<file path="src/rtl/pipe_hazard_ctrl.sv">
// -----------------------------------------------------------------------------
// pipe_hazard_ctrl
//   Carries the decoder's per-instruction control bundle from ID down through
//   EX, MEM and WB. It also detects load-use hazards (PC and IF/ID stall with
//   a bubble into EX), applies branch flushes, and produces the EX-stage
//   operand forwarding selects from the MEM and WB destinations.
//
//   Optional feature macro: PIPE_PERF_CNT_EN
//     When defined, the block adds stall_cnt and flush_cnt performance
//     counter ports.
//
//   Flow semantics: there is no valid/ready handshake in this block. id_valid
//   qualifies the ID bundle, and the stage registers advance on every clock.
//   Downstream stages are never frozen. Only the PC and IF/ID are held, via
//   pc_write and ifid_write, and ifid_flush requests that IF/ID be cleared.
// -----------------------------------------------------------------------------
module pipe_hazard_ctrl #(
  parameter int RA_W  = 5,
  parameter int CNT_W = 32
) (
  input  logic            clk,
  input  logic            reset,
  input  logic            id_valid,
  input  logic            id_alusrc,
  input  logic            id_memtoreg,
  input  logic            id_regwrite,
  input  logic            id_memread,
  input  logic            id_memwrite,
  input  logic            id_branch,
  input  logic [1:0]      id_aluop,
  input  logic [RA_W-1:0] id_rs1,
  input  logic [RA_W-1:0] id_rs2,
  input  logic [RA_W-1:0] id_rd,
  input  logic            ex_br_taken,
  output logic            pc_write,
  output logic            ifid_write,
  output logic            ifid_flush,
  output logic            ex_alusrc,
  output logic            ex_branch,
  output logic [1:0]      ex_aluop,
  output logic [1:0]      fwd_a,
  output logic [1:0]      fwd_b,
  output logic            mem_memread,
  output logic            mem_memwrite,
  output logic            wb_memtoreg,
  output logic            wb_regwrite,
  output logic [RA_W-1:0] wb_rd
`ifdef PIPE_PERF_CNT_EN
  ,
  output logic [CNT_W-1:0] stall_cnt,
  output logic [CNT_W-1:0] flush_cnt
`endif
);

  // Forwarding select encodings for the EX operand muxes.
  localparam logic [1:0] FWD_RF  = 2'b00;
  localparam logic [1:0] FWD_MEM = 2'b10;
  localparam logic [1:0] FWD_WB  = 2'b01;

  // EX stage: the full control bundle plus the register fields.
  typedef struct packed {
    logic            alusrc;
    logic            memtoreg;
    logic            regwrite;
    logic            memread;
    logic            memwrite;
    logic            branch;
    logic [1:0]      aluop;
    logic [RA_W-1:0] rs1;
    logic [RA_W-1:0] rs2;
    logic [RA_W-1:0] rd;
  } ex_stage_t;

  // MEM stage: memory controls plus what WB still needs.
  typedef struct packed {
    logic            memtoreg;
    logic            regwrite;
    logic            memread;
    logic            memwrite;
    logic [RA_W-1:0] rd;
  } mem_stage_t;

  // WB stage: writeback controls and destination.
  typedef struct packed {
    logic            memtoreg;
    logic            regwrite;
    logic [RA_W-1:0] rd;
  } wb_stage_t;

  ex_stage_t  id_bundle;
  ex_stage_t  ex_d;
  ex_stage_t  ex_q;
  mem_stage_t mem_d;
  mem_stage_t mem_q;
  wb_stage_t  wb_d;
  wb_stage_t  wb_q;

  logic load_use;
  logic flush;
  logic stall;
  logic bubble;

  // Forwarding select for one EX source register.
  // The MEM result is the younger value, so it wins over WB.
  // x0 is hard-wired to zero and is never forwarded.
  function automatic logic [1:0] fwd_sel(
    input logic [RA_W-1:0] src,
    input logic            m_regwrite,
    input logic [RA_W-1:0] m_rd,
    input logic            w_regwrite,
    input logic [RA_W-1:0] w_rd
  );
    logic [1:0] sel;
    sel = FWD_RF;
    if (m_regwrite && (m_rd != '0) && (m_rd == src)) begin
      sel = FWD_MEM;
    end else if (w_regwrite && (w_rd != '0) && (w_rd == src)) begin
      sel = FWD_WB;
    end
    return sel;
  endfunction

  // Pack the decoder controls and ID register fields into one EX-shaped bundle.
  always_comb begin
    id_bundle          = '0;
    id_bundle.alusrc   = id_alusrc;
    id_bundle.memtoreg = id_memtoreg;
    id_bundle.regwrite = id_regwrite;
    id_bundle.memread  = id_memread;
    id_bundle.memwrite = id_memwrite;
    id_bundle.branch   = id_branch;
    id_bundle.aluop    = id_aluop;
    id_bundle.rs1      = id_rs1;
    id_bundle.rs2      = id_rs2;
    id_bundle.rd       = id_rd;
  end

  // Hazard detection.
  // A taken branch squashes the instruction in ID, so a flush overrides a
  // concurrent load-use stall. The squashed instruction must not also hold
  // the front end.
  always_comb begin
    load_use = id_valid & ex_q.memread & (ex_q.rd != '0) &
               ((ex_q.rd == id_rs1) | (ex_q.rd == id_rs2));
    flush    = ex_br_taken;
    stall    = load_use & ~ex_br_taken;
    bubble   = flush | stall | ~id_valid;
  end

  // Front-end controls are combinational, so the hold and clear act in this same cycle.
  always_comb begin
    pc_write   = ~stall;
    ifid_write = ~stall;
    ifid_flush = flush;
  end

  // Next-state selection for each stage register.
  // A bubble clears every control bit and register field. Only one bubble is
  // needed per load-use, because the load leaves EX on the next edge.
  always_comb begin
    ex_d           = bubble ? '0 : id_bundle;
    mem_d          = '0;
    mem_d.memtoreg = ex_q.memtoreg;
    mem_d.regwrite = ex_q.regwrite;
    mem_d.memread  = ex_q.memread;
    mem_d.memwrite = ex_q.memwrite;
    mem_d.rd       = ex_q.rd;
    wb_d           = '0;
    wb_d.memtoreg  = mem_q.memtoreg;
    wb_d.regwrite  = mem_q.regwrite;
    wb_d.rd        = mem_q.rd;
  end

  // Stage registers advance every cycle. Reset clears all of them, so no
  // stall or flush that is in progress survives a reset.
  always_ff @(posedge clk) begin
    if (!reset) begin
      ex_q  <= '0;
      mem_q <= '0;
      wb_q  <= '0;
    end else begin
      ex_q  <= ex_d;
      mem_q <= mem_d;
      wb_q  <= wb_d;
    end
  end

  // EX operand forwarding selects, from the MEM and WB destinations.
  always_comb begin
    fwd_a = fwd_sel(ex_q.rs1, mem_q.regwrite, mem_q.rd, wb_q.regwrite, wb_q.rd);
    fwd_b = fwd_sel(ex_q.rs2, mem_q.regwrite, mem_q.rd, wb_q.regwrite, wb_q.rd);
  end

  // Registered stage outputs, driven straight from the stage flops.
  always_comb begin
    ex_alusrc    = ex_q.alusrc;
    ex_branch    = ex_q.branch;
    ex_aluop     = ex_q.aluop;
    mem_memread  = mem_q.memread;
    mem_memwrite = mem_q.memwrite;
    wb_memtoreg  = wb_q.memtoreg;
    wb_regwrite  = wb_q.regwrite;
    wb_rd        = wb_q.rd;
  end

`ifdef PIPE_PERF_CNT_EN
  // Performance counters: count the cycles spent holding the PC, and the
  // cycles spent flushing IF/ID. Both wrap naturally at 2^CNT_W.
  always_ff @(posedge clk) begin
    if (!reset) begin
      stall_cnt <= '0;
      flush_cnt <= '0;
    end else begin
      if (!pc_write) begin
        stall_cnt <= stall_cnt + 1'b1;
      end
      if (ifid_flush) begin
        flush_cnt <= flush_cnt + 1'b1;
      end
    end
  end
`else
  // Without the counters, CNT_W has no consumer.
  // This tie-off keeps the parameter referenced.
  logic [CNT_W-1:0] unused_cnt_w;
  assign unused_cnt_w = '0;
`endif

endmodule

</file>
<file path="config.mk">
export PLATFORM = sky130hd
export DESIGN_NAME = pipe_hazard_ctrl
export DESIGN_NICKNAME = d
export VERILOG_FILES = /design/src/rtl/pipe_hazard_ctrl.sv
export SDC_FILE = /design/constraint.sdc
export NUM_CORES = 1
export LEC_CHECK = 0
export BUFFER_PORTS_ARGS = -buffer_cell sky130_fd_sc_hd__buf_2
export CAP_MARGIN = 15
export CELL_PAD_IN_SITES_DETAIL_PLACEMENT = 1
export CELL_PAD_IN_SITES_GLOBAL_PLACEMENT = 1
export CORE_MARGIN = 3
export CORE_UTILIZATION = 38
export DETAILED_ROUTE_END_ITERATION = 8
export HOLD_SLACK_MARGIN = 0.1
export PLACE_DENSITY = 0.81
export SLEW_MARGIN = 10
export SYNTH_ARGS = -nofsm -noshare
export SYNTH_HDL_FRONTEND = slang
export SYNTH_SLANG_ARGS = --single-unit
</file>
<file path="constraint.sdc">
create_clock -name clk -period 1.9 [get_ports clk]
set_input_delay 0.19 -clock clk [delete_from_list [all_inputs] [get_ports clk]]
set_output_delay 0.19 -clock clk [all_outputs]
set_load 0.01 [all_outputs]
</file>
==> results of run 1 <==
-- layout make-up --
cell class / count / area (sq um)
clock buffer: 6 / 82.58
clock inverter: 2 / 35.03
timing repair buffer: 58 / 324.1
tap: 50 / 62.56
fill: 460 / 1959
multi-input combinational: 114 / 795.8
sequential: 39 / 798.3
-- synthesized netlist by cell type --
cell | n | area share [%]
buf_1 | 1 | 0.23
o22ai_1 | 1 | 0.39
xor2_1 | 14 | 7.6
buf_6 | 2 | 1.4
o21ai_2 | 1 | 0.54
nor4_1 | 2 | 0.77
xnor2_1 | 16 | 8.6
buf_2 | 2 | 0.62
dfxtp_1 | 39 | 48
clkbuf_1 | 5 | 1.2
and2_1 | 15 | 5.8
nand2_1 | 2 | 0.46
nand3b_1 | 1 | 0.46
nor2b_1 | 2 | 0.77
and2_2 | 1 | 0.46
nor4_2 | 2 | 1.5
or4_1 | 4 | 1.9
o311a_4 | 1 | 1.3
buf_4 | 4 | 1.9
nand3_1 | 27 | 8.3
o21ai_1 | 1 | 0.31
or3_1 | 1 | 0.39
a21oi_1 | 23 | 7.1
-- registers in the layout, indices dropped and copies added (netlist names) --
register	count
ex_q	19
mem_q	7
wb_rd	5
ex_aluop	2
ex_alusrc	1
ex_branch	1
mem_memread	1
mem_memwrite	1
wb_memtoreg	1
wb_regwrite	1
-- power groups by stage --
stage | combinational [mW] | clock (mW) | sequential [mW]
after global placement | 0.130 | 0 | 0.868
after CTS | 0.139 | 0.728 | 0.849
final | 0.139 | 0.701 | 0.848
after global routing | 0.156 | 0.754 | 0.850
after detailed placement | 0.131 | 0 | 0.869
after floorplan | 0.0765 | 0 | 0.867
-- logic make-up after synthesis --
| kind of cell | count (synthesis) |
|---|---|
| flops | 39 |
| buf+inv | 14 |
| compound gates | 27 |
| xor+xnor | 30 |
| simple gates | 57 |
-- worst min path at each step --
stage	start	endpoint	slack, ps	depth (start not counted)
2_1_floorplan	id_aluop[0]	ex_aluop[0]	330	2
3_3_place_gp	ex_q[21]	mem_q[8]	420	1
3_5_place_dp	ex_q[18]	mem_memwrite	420	1
4_1_cts	id_branch	ex_branch	130	3
5_1_grt	id_branch	ex_branch	130	3
6_report	id_branch	ex_branch	140	3
-- critical path, stage by stage (launching register included) --
cell and delay (ps):
dfxtp_4 370, or4_4 120, o21ai_2 50, or4_4 530, nor4_2 280, buf_2 170
-- timing repair --
item                       4_1_cts  5_1_grt
resized for setup               14        7
pin swaps                        6        1
buffers inserted                 6        1
setup endpoints to repair        2        5
-- per-stage QoR --
step                      worst slack (ps)  total power, mW  area (sq um)  setup TNS, ps  instances
final                               -106.8            1.687          2098         -136.0        269
after global routing                -176.3            1.759          2098         -296.5        269
after CTS                           -132.3            1.716          2068         -195.6        268
after detailed placement             138.7            1.000          1868              0        254
after global placement               219.4           0.9982          1868              0        254
after floorplan                      247.4           0.9431          1623              0        167
-- routing by layer --
metal | wire length [um] | GRT usage, % | up-vias
met4 | 86 | 7.516 | 0
li1 | - | - | 670
met2 | 2024 | 28.67 | 41
met3 | 218 | 4.628 | 8
met1 | 1649 | 19.54 | 609
met5 | 0 | 0 | -
==> impl_metrics.py, run 1 <==
metrics = {
    "run_status": {
        "run_status": "finished with violations",
        "failed_checks": "negative setup slack",
    },
    "detailed_routing": {
        "drt_first_iter_violations": 34,
        "wire_per_inst_um": 14.79,
        "first_pass_iters": 3,
        "post-route-drc-count": 0,
        "route.vias.total": 1328,
        "routed_wirelength_um": 3979,
        "ant_nets": 0,
        "routed_via_density": 4.937,
    },
    "synth": {
        "yosys.area_share.simple_pct": 20.82,
        "postSynthAreaPerCell_sq_um": 9.717,
        "synthesized_net_count": 194,
        "synth.mux.area_fraction_pct": 0,
        "synth_adder_area_share_pct": 0,
        "largest_family_of_logic_cells_by_synthesized_area": "simple AND/OR/NAND/NOR gates",
        "yosys_register_bits": 39,
        "synthXorXnorAreaFrac_pct": 16.19,
        "synth-warning-count": 0,
        "seq_total_area_yosys_pct": 48.11,
        "synth_compound_gate_area_share_pct": 9.638,
        "mappedNetlistArea_sq_um": 1623,
        "synth.lib_cells_used.distinct": 23,
        "netlist_instances": 167,
    },
    "global_routing": {
        "grt.total_usage_pct": 16.79,
        "grt_max_degree": 30,
        "grt_antenna_before_repair": 0,
        "grt_pass1_wl_um": 6596,
        "first_global_vias": 1378,
        "overflow": 0,
    },
    "floorplanning": {
        "fp.coreArea_sq_um": 4058,
        "placement_rows": 23,
        "fp.dieArea_sq_um": 5091,
        "dieWidth_um": 71.35,
        "fp.dieH_um": 71.35,
        "floorplan.initialDensity_pct": 39.99,
        "ios": 47,
    },
    "clock_network": {
        "clock_tree.buffer_depth": 2,
        "cts_hold_repair.buffers": 0,
        "cts_num_sinks": 39,
        "cts_made_buffers": 5,
        "cts_tree": "built",
        "clk_root_buffer_cell": "clkbuf_8",
        "worstSkewPairLatency_ps": 290,
        "cts-htree-levels": 2,
        "clkTransAtPathRegs_ps": 70,
    },
    "worst_setup_path": {
        "worstSetupStartpointType": "register",
        "worst-path-max-fanout": 4,
        "critical_path_required_ps": 1710,
        "worst-r2r-cell-count": 4,
        "r2r_startpoint": "ex_q[2]",
        "timing.critical_path.to": "fwd_b[0]",
        "worst_r2r_endpoint": "ex_q[21]",
        "worst_setup_path_startpoint": "wb_rd[4]",
        "timing.critical_path.to_type": "primary output",
        "cp.arrival_ps": 1820,
        "worst-r2r-setup-slack_ps": 380,
        "worstSetupPathType": "reg2out",
    },
    "timing": {
        "finalSetupViolCount": 2,
        "worst_hold_margin_ps": 138.3,
        "finalClockSkew_ps": 5.759,
        "min_period_ps": 2007,
        "hold_viol_final": 0,
        "finalMaxSlewViolations": 0,
        "worst_slew_margin_rel_pct": 76.58,
        "final.period_utilization_pct": 105.6,
        "fin_ws_ps": -106.8,
        "fmaxAchievable_ghz": 0.4983,
        "rsz0062_at_grt": "true",
        "worst-slew-pin-transition_ps": 348.4,
    },
    "power": {
        "relative_contribution_of_combinational_cells_to_total_power_pct": 8.2,
        "p_leak_nw": 0.9780,
        "clkPwrFrac_pct": 41.5,
        "power_frac_seq_pct": 50.2,
        "power_report.internal_total_mw": 1.324,
        "switching_share_of_power_pct": 21.52,
        "switching_power_mw": 0.3632,
        "power.ir.vdd_worst_uv": 502.1,
        "cellPowerDensity_nw_per_um2": 804.2,
    },
    "finish": {
        "fin_nets": 245,
        "most_frequent_standard_cell_in_the_layout_excluding_fill_and_tap_cells": "buf_2",
        "final_util_pct": 51.71,
        "commonest_cells_after_routing_fill_and_taps_aside": "buf_2, dfxtp_1, nand3_1",
        "antenna-diode-count": 0,
        "areaGrowthSynthToFinish_pct": 29.30,
        "drive_gt1_share_pct": 40.18,
    },
    "place": {
        "globalplace.congestion": 0.7982,
        "dpl_hpwl_um": 2823,
        "buffer_ports.inserted": 46,
    },
    "run": {
        "maxCapViolations": 0,
    },
    "min_path": {
        "worstHoldPathType": "in2reg",
    },
}
No activity file was read; power rests on OpenSTA's default activity.
==> inputs of run 2 (changes only) <==
--- a/config.mk
+++ b/config.mk
@@ -14,6 +14,7 @@
 export DETAILED_ROUTE_END_ITERATION = 8
 export HOLD_SLACK_MARGIN = 0.1
 export PLACE_DENSITY = 0.81
+export SKIP_LAST_GASP = 1
 export SLEW_MARGIN = 10
 export SYNTH_ARGS = -nofsm -noshare
 export SYNTH_HDL_FRONTEND = slang
==> run 2 against run 1 <==
  * The run still ends with negative setup slack left
  * Core utilization shrank 0.18 points
  * Die area is the same
  * First-iteration DRC count is the same
  * Sequential power is essentially flat
  * Via count is essentially flat
  * Clock power is essentially flat
  * Combinational power is essentially flat
  * Cell count is the same
  * Hold slack is the same
  * Critical endpoint unchanged
  * Largest cell class unchanged
==> impl_metrics.py, run 2 (synthesis gave the netlist of run 1 again) <==
metrics = {
    "run_status": {
        "run_status": "finished with violations",
        "failed_checks": "negative setup slack",
    },
    "finish": {
        "fin_nets": 245,
        "fillcell_total": 463,
        "final_util_pct": 51.53,
        "areaGrowthSynthToFinish_pct": 28.84,
        "multiInputGateArea_sq_um": 792.0,
        "antenna-diode-count": 0,
        "largest_reg_flops": 19,
        "commonest_cells_after_routing_fill_and_taps_aside": "buf_2, dfxtp_1, nand3_1",
        "max_flop_register": "ex_q",
        "most_frequent_standard_cell_in_the_layout_excluding_fill_and_tap_cells": "buf_2",
        "seq_area_sq_um": 798.3,
        "drive_gt1_share_pct": 39.73,
    },
    "global_routing": {
        "grt_antenna_before_repair": 0,
        "grt_pass1_wl_um": 6589,
        "grt_max_degree": 30,
        "first_global_vias": 1381,
        "grt.total_usage_pct": 16.76,
        "overflow": 0,
    },
    "timing": {
        "hold_viol_final": 0,
        "worst-slew-pin-transition_ps": 348.4,
        "fmaxAchievable_ghz": 0.4969,
        "rsz0062_at_grt": "true",
        "finalSetupViolCount": 2,
        "worst_slew_margin_rel_pct": 76.58,
        "finalMaxSlewViolations": 0,
        "finalClockSkew_ps": 5.759,
        "min_period_ps": 2012,
        "worst_hold_margin_ps": 138.3,
        "tns_ps": -141.2,
        "fin_ws_ps": -112.5,
        "final.period_utilization_pct": 105.9,
    },
    "place": {
        "globalplace.congestion": 0.7982,
        "buffer_ports.inserted": 46,
        "dpl_hpwl_um": 2823,
    },
    "clock_network": {
        "worstSkewPairLatency_ps": 290,
        "cts-htree-levels": 2,
        "cts_tree": "built",
        "cts_num_sinks": 39,
        "cts_made_buffers": 5,
        "clock_tree.buffer_depth": 2,
        "clkTransAtPathRegs_ps": 70,
        "clk_root_buffer_cell": "clkbuf_8",
    },
    "worst_setup_path": {
        "worstSetupStartpointType": "register",
        "r2r_startpoint": "ex_q[2]",
        "timing.critical_path.to_type": "primary output",
        "worst_setup_path_startpoint": "wb_rd[4]",
        "worstSetupPathType": "reg2out",
        "worst-path-max-fanout": 4,
        "cp.arrival_ps": 1820,
        "critical_path_required_ps": 1710,
    },
    "detailed_routing": {
        "wire_per_inst_um": 14.78,
        "drt_first_iter_violations": 34,
        "routed_via_density": 4.933,
        "routed_wirelength_um": 3977,
        "post-route-drc-count": 0,
        "ant_nets": 0,
        "first_pass_iters": 3,
        "route.vias.total": 1327,
    },
    "power": {
        "p_leak_nw": 0.9775,
        "power.ir.vdd_worst_uv": 502.1,
        "power_frac_seq_pct": 50.3,
        "switching_power_mw": 0.3631,
        "switching_share_of_power_pct": 21.53,
        "power_report.internal_total_mw": 1.324,
        "relative_contribution_of_combinational_cells_to_total_power_pct": 8.2,
        "clkPwrFrac_pct": 41.5,
        "cellPowerDensity_nw_per_um2": 806.7,
    },
    "floorplanning": {
        "dieWidth_um": 71.35,
        "fp.coreArea_sq_um": 4058,
        "ios": 47,
        "fp.dieArea_sq_um": 5091,
        "floorplan.initialDensity_pct": 39.99,
        "placement_rows": 23,
        "fp.dieH_um": 71.35,
    },
    "run": {
        "maxCapViolations": 0,
    },
    "min_path": {
        "worst_hold_startpoint": "id_branch",
        "worstHoldPathType": "in2reg",
    },
}
==> run 2: cell counts in the layout (fill, tap and decap cells not counted) <==
No cell type changed its count.
==> run 2: metal layers <==
metal	track usage, %	part of all wire [%]	wire length, um
met5	0	0	0
met4	7.516	2.2	86
met3	4.628	5.5	220
met2	28.67	51	2025
met1	19.46	41	1645
==> run 2: through the flow <==
stage / area (sq um) / worst slack, ps / cells / power [mW]
2_1_floorplan: 1623 / 247.4 / 167 / 0.9431
3_3_place_gp: 1868 / 219.4 / 254 / 0.9982
3_5_place_dp: 1868 / 138.7 / 254 / 1.000
4_1_cts: 2064 / -135.8 / 268 / 1.715
5_1_grt: 2091 / -186.8 / 269 / 1.759
6_report: 2091 / -112.5 / 269 / 1.687
==> run 2: power groups by stage <==
stage          Sequential (mW)  Combinational, mW  Clock (mW)
2_1_floorplan            0.867             0.0765           0
3_3_place_gp             0.868              0.130           0
3_5_place_dp             0.869              0.131           0
4_1_cts                  0.849              0.138       0.728
5_1_grt                  0.849              0.155       0.754
6_report                 0.848              0.138       0.701
==> run 2: worst max-delay path: stages, from the launching register on <==
cell and delay [ps]:
dfxtp_4 370, or4_1 120, o21ai_2 60, or4_4 530, nor4_2 280, buf_2 170
==> run 2: repair_timing <==
item                                    in CTS  in global routing
buffers inserted                             6                  1
pin swaps                                    6                  1
endpoints found under the setup margin       2                  5
gates resized for setup                     13                  6
hold buffers                                 0                  0
==> run 2: final cells by class <==
class                           count  area share, %
Clock buffer                        6          3.950
Clock inverter                      2          1.676
Multi-Input combinational cell    114          37.88
Sequential cell                    39          38.18
Tap cell                           50          2.992
Timing Repair Buffer               58          15.32
==> run 2: path summary, 6_finish.rpt <==
kind	depth (start not counted)	slack [ps]	endpoint
max	5	-110	fwd_b[0]
min	3	140	ex_branch
max reg2reg	4	380	ex_q[21]
min reg2reg	1	440	mem_q[8]
==> inputs of run 3 (changes only) <==
--- a/config.mk
+++ b/config.mk
@@ -5,15 +5,15 @@
 export SDC_FILE = /design/constraint.sdc
 export NUM_CORES = 1
 export LEC_CHECK = 0
-export BUFFER_PORTS_ARGS = -buffer_cell sky130_fd_sc_hd__buf_2
 export CAP_MARGIN = 15
 export CELL_PAD_IN_SITES_DETAIL_PLACEMENT = 1
 export CELL_PAD_IN_SITES_GLOBAL_PLACEMENT = 1
 export CORE_MARGIN = 3
-export CORE_UTILIZATION = 38
+export CORE_UTILIZATION = 40
 export DETAILED_ROUTE_END_ITERATION = 8
+export DONT_BUFFER_PORTS = 1
 export HOLD_SLACK_MARGIN = 0.1
-export PLACE_DENSITY = 0.81
+export PLACE_DENSITY = 0.71
 export SKIP_LAST_GASP = 1
 export SLEW_MARGIN = 10
 export SYNTH_ARGS = -nofsm -noshare
==> run 3 against run 2 <==
  * Largest cell class is now multi-input gates
  * Critical endpoint is now fwd_a[0]
  * Hold slack gained 94 ps
  * Cell count shrank 8.6%
  * Clock skew shrank 2.2 ps
  * Sequential cell count is the same
  * Final area grew 1.6%
  * Critical path depth shrank 1
  * Core utilization grew 4.8 points
  * Combinational power grew 6%
  * The run still ends with negative setup slack left
  * Global-route usage grew 2.4 points
  * Fmax grew 2.3%
  * Power shrank 4.3%
  * Critical path type unchanged
  * Non-clock buffer count shrank 22
  * Largest power group unchanged
==> impl_metrics.py, run 3 (synthesis gave the netlist of run 1 again) <==
metrics = {
    "place": {
        "preCtsSetupSlack_ps": 112.2,
        "placedInstanceArea_sq_um": 1658,
        "dpl_hpwl_um": 2710,
        "placed_cells": 209,
        "globalplace.congestion": 0.7880,
        "buffer_ports.inserted": 0,
    },
    "clock_network": {
        "cts_tree": "built",
        "cts_made_buffers": 5,
        "worstSkewPairLatency_ps": 290,
        "cts_num_sinks": 39,
        "clock_tree.buffer_depth": 2,
        "cts-htree-levels": 2,
        "clk_root_buffer_cell": "clkbuf_8",
        "clkTransAtPathRegs_ps": 70,
    },
    "worst_setup_path": {
        "worstSetupStartpointType": "register",
        "crit_family": "simple AND/OR/NAND/NOR gates",
        "worstPathBufferInverterCount": 0,
        "master_of_the_slowest_instance_on_the_critical_path": "or4_4",
        "worst-r2r-cell-count": 4,
        "timing.critical_path.slowest_cell_delay_ps": 550,
        "worst-path-max-fanout": 3,
        "critical_path_required_ps": 1710,
        "path_cells": "or4_4 > o21ai_4 > nor4_4 > nor4_4",
        "cp.depth": 4,
        "cp.arrival_ps": 1780,
        "timing.critical_path.to_type": "primary output",
        "worstSetupPathType": "reg2out",
        "crit_path_frequent_cell": "nor4_4",
    },
    "timing": {
        "finalClockSkew_ps": 3.511,
        "tns_ps": -105.0,
        "worst_slew_margin_rel_pct": 39.37,
        "worst-slew-pin-transition_ps": 906.5,
        "fmaxAchievable_ghz": 0.5082,
        "hold_viol_final": 0,
        "final.period_utilization_pct": 103.6,
        "rsz0062_at_grt": "true",
        "finalMaxSlewViolations": 0,
        "finalSetupViolCount": 2,
        "min_period_ps": 1968,
        "fin_ws_ps": -67.65,
        "worst_hold_margin_ps": 231.9,
    },
    "power": {
        "p_leak_nw": 0.8689,
        "relative_contribution_of_combinational_cells_to_total_power_pct": 9.1,
        "switching_power_mw": 0.3730,
        "power_frac_seq_pct": 52.8,
        "cellPowerDensity_nw_per_um2": 760.1,
        "switching_share_of_power_pct": 23.11,
        "power.ir.vdd_worst_uv": 449.8,
        "clkPwrFrac_pct": 38.1,
        "total_power_mw": 1.614,
        "power_report.internal_total_mw": 1.241,
    },
    "detailed_routing": {
        "wire_per_inst_um": 18.26,
        "routed_wirelength_um": 4492,
        "drt_first_iter_violations": 45,
        "routed_via_density": 5.337,
        "first_pass_iters": 4,
        "route.vias.total": 1313,
        "post-route-drc-count": 0,
        "ant_nets": 0,
    },
    "finish": {
        "finish.instance_area_sq_um": 2123,
        "most_frequent_standard_cell_in_the_layout_excluding_fill_and_tap_cells": "dfxtp_1",
        "areaGrowthSynthToFinish_pct": 30.84,
        "largest_reg_flops": 19,
        "finish.cell_count_without_fillers": 246,
        "drive_gt1_share_pct": 18.69,
        "fin_nets": 224,
        "max_flop_register": "ex_q",
        "antenna-diode-count": 0,
        "commonest_cells_after_routing_fill_and_taps_aside": "dfxtp_1, nand3_1, dlygate4sd3_1",
        "final_util_pct": 56.30,
    },
    "min_path": {
        "hold-path-cell-count": 3,
        "worstHoldPathType": "in2reg",
    },
    "global_routing": {
        "grt_pass1_wl_um": 7279,
        "grt_antenna_before_repair": 0,
        "overflow": 0,
        "first_global_vias": 1438,
        "grt.total_usage_pct": 19.13,
        "grt_max_degree": 30,
    },
    "floorplanning": {
        "fp.dieH_um": 69.70,
        "floorplan.initialDensity_pct": 43.03,
        "ios": 47,
        "fp.dieArea_sq_um": 4857,
        "dieWidth_um": 69.70,
        "placement_rows": 22,
        "fp.coreArea_sq_um": 3771,
    },
    "run": {
        "maxCapViolations": 0,
    },
    "run_status": {
        "run_status": "finished with violations",
        "failed_checks": "negative setup slack",
    },
}
-- run 3: cell types whose count changed in the layout (fill, tap and decap cells not counted), sizes merged --
cell / change
dlygate4sd3: +25
buf: -47
clkbuf: +1
clkinv: -1
bufinv: -1
clkinvlp: +1
o311a: +1
-- run 3: metal layers --
metal / global-route usage [%] / routed length (um)
met3: 7.101 / 287
met4: 5.106 / 67
met2: 35.91 / 2445
met5: 0 / 0
met1: 19.82 / 1692
-- run 3: worst min-delay path: cells and delay by family --
family / cells / cell delay (ps)
simple gates: 2 / 240
compound gates: 1 / 40
-- run 3: area by class of cell --
| cell class | instances | area, sq um |
|---|---|---|
| sequential | 39 | 789.5 |
| timing repair buffer | 36 | 332.8 |
| tap | 48 | 60.06 |
| clock inverter | 1 | 7.507 |
| multi-input combinational | 115 | 837.1 |
| clock buffer | 7 | 96.34 |
| fill | 409 | 1648 |
-- run 3: worst paths after layout --
kind | startpoint | end | slack (ps)
max | mem_q[1] | fwd_a[0] | -70
min | ex_br_taken | ex_q[6] | 230
max reg2reg | ex_q[2] | ex_q[9] | 330
min reg2reg | mem_q[8] | wb_memtoreg | 440
-- run 3: repair_timing --
item / in CTS / in global routing
hold buffers: 25 / 0
endpoints found under the hold margin: 39 / 0
buffers inserted: 1 / 2
gates resized for setup: 7 / 10
setup endpoints to repair: 4 / 4
pin swaps: 3 / 2
cloned: 1 / 0
-- run 3: power groups by stage --
stage	sequential (mW)	combinational, mW	clock, mW
after floorplan	0.867	0.0765	0
after global placement	0.871	0.0737	0
after detailed placement	0.872	0.0774	0
after CTS	0.853	0.134	0.629
after global routing	0.855	0.159	0.670
final	0.852	0.146	0.615
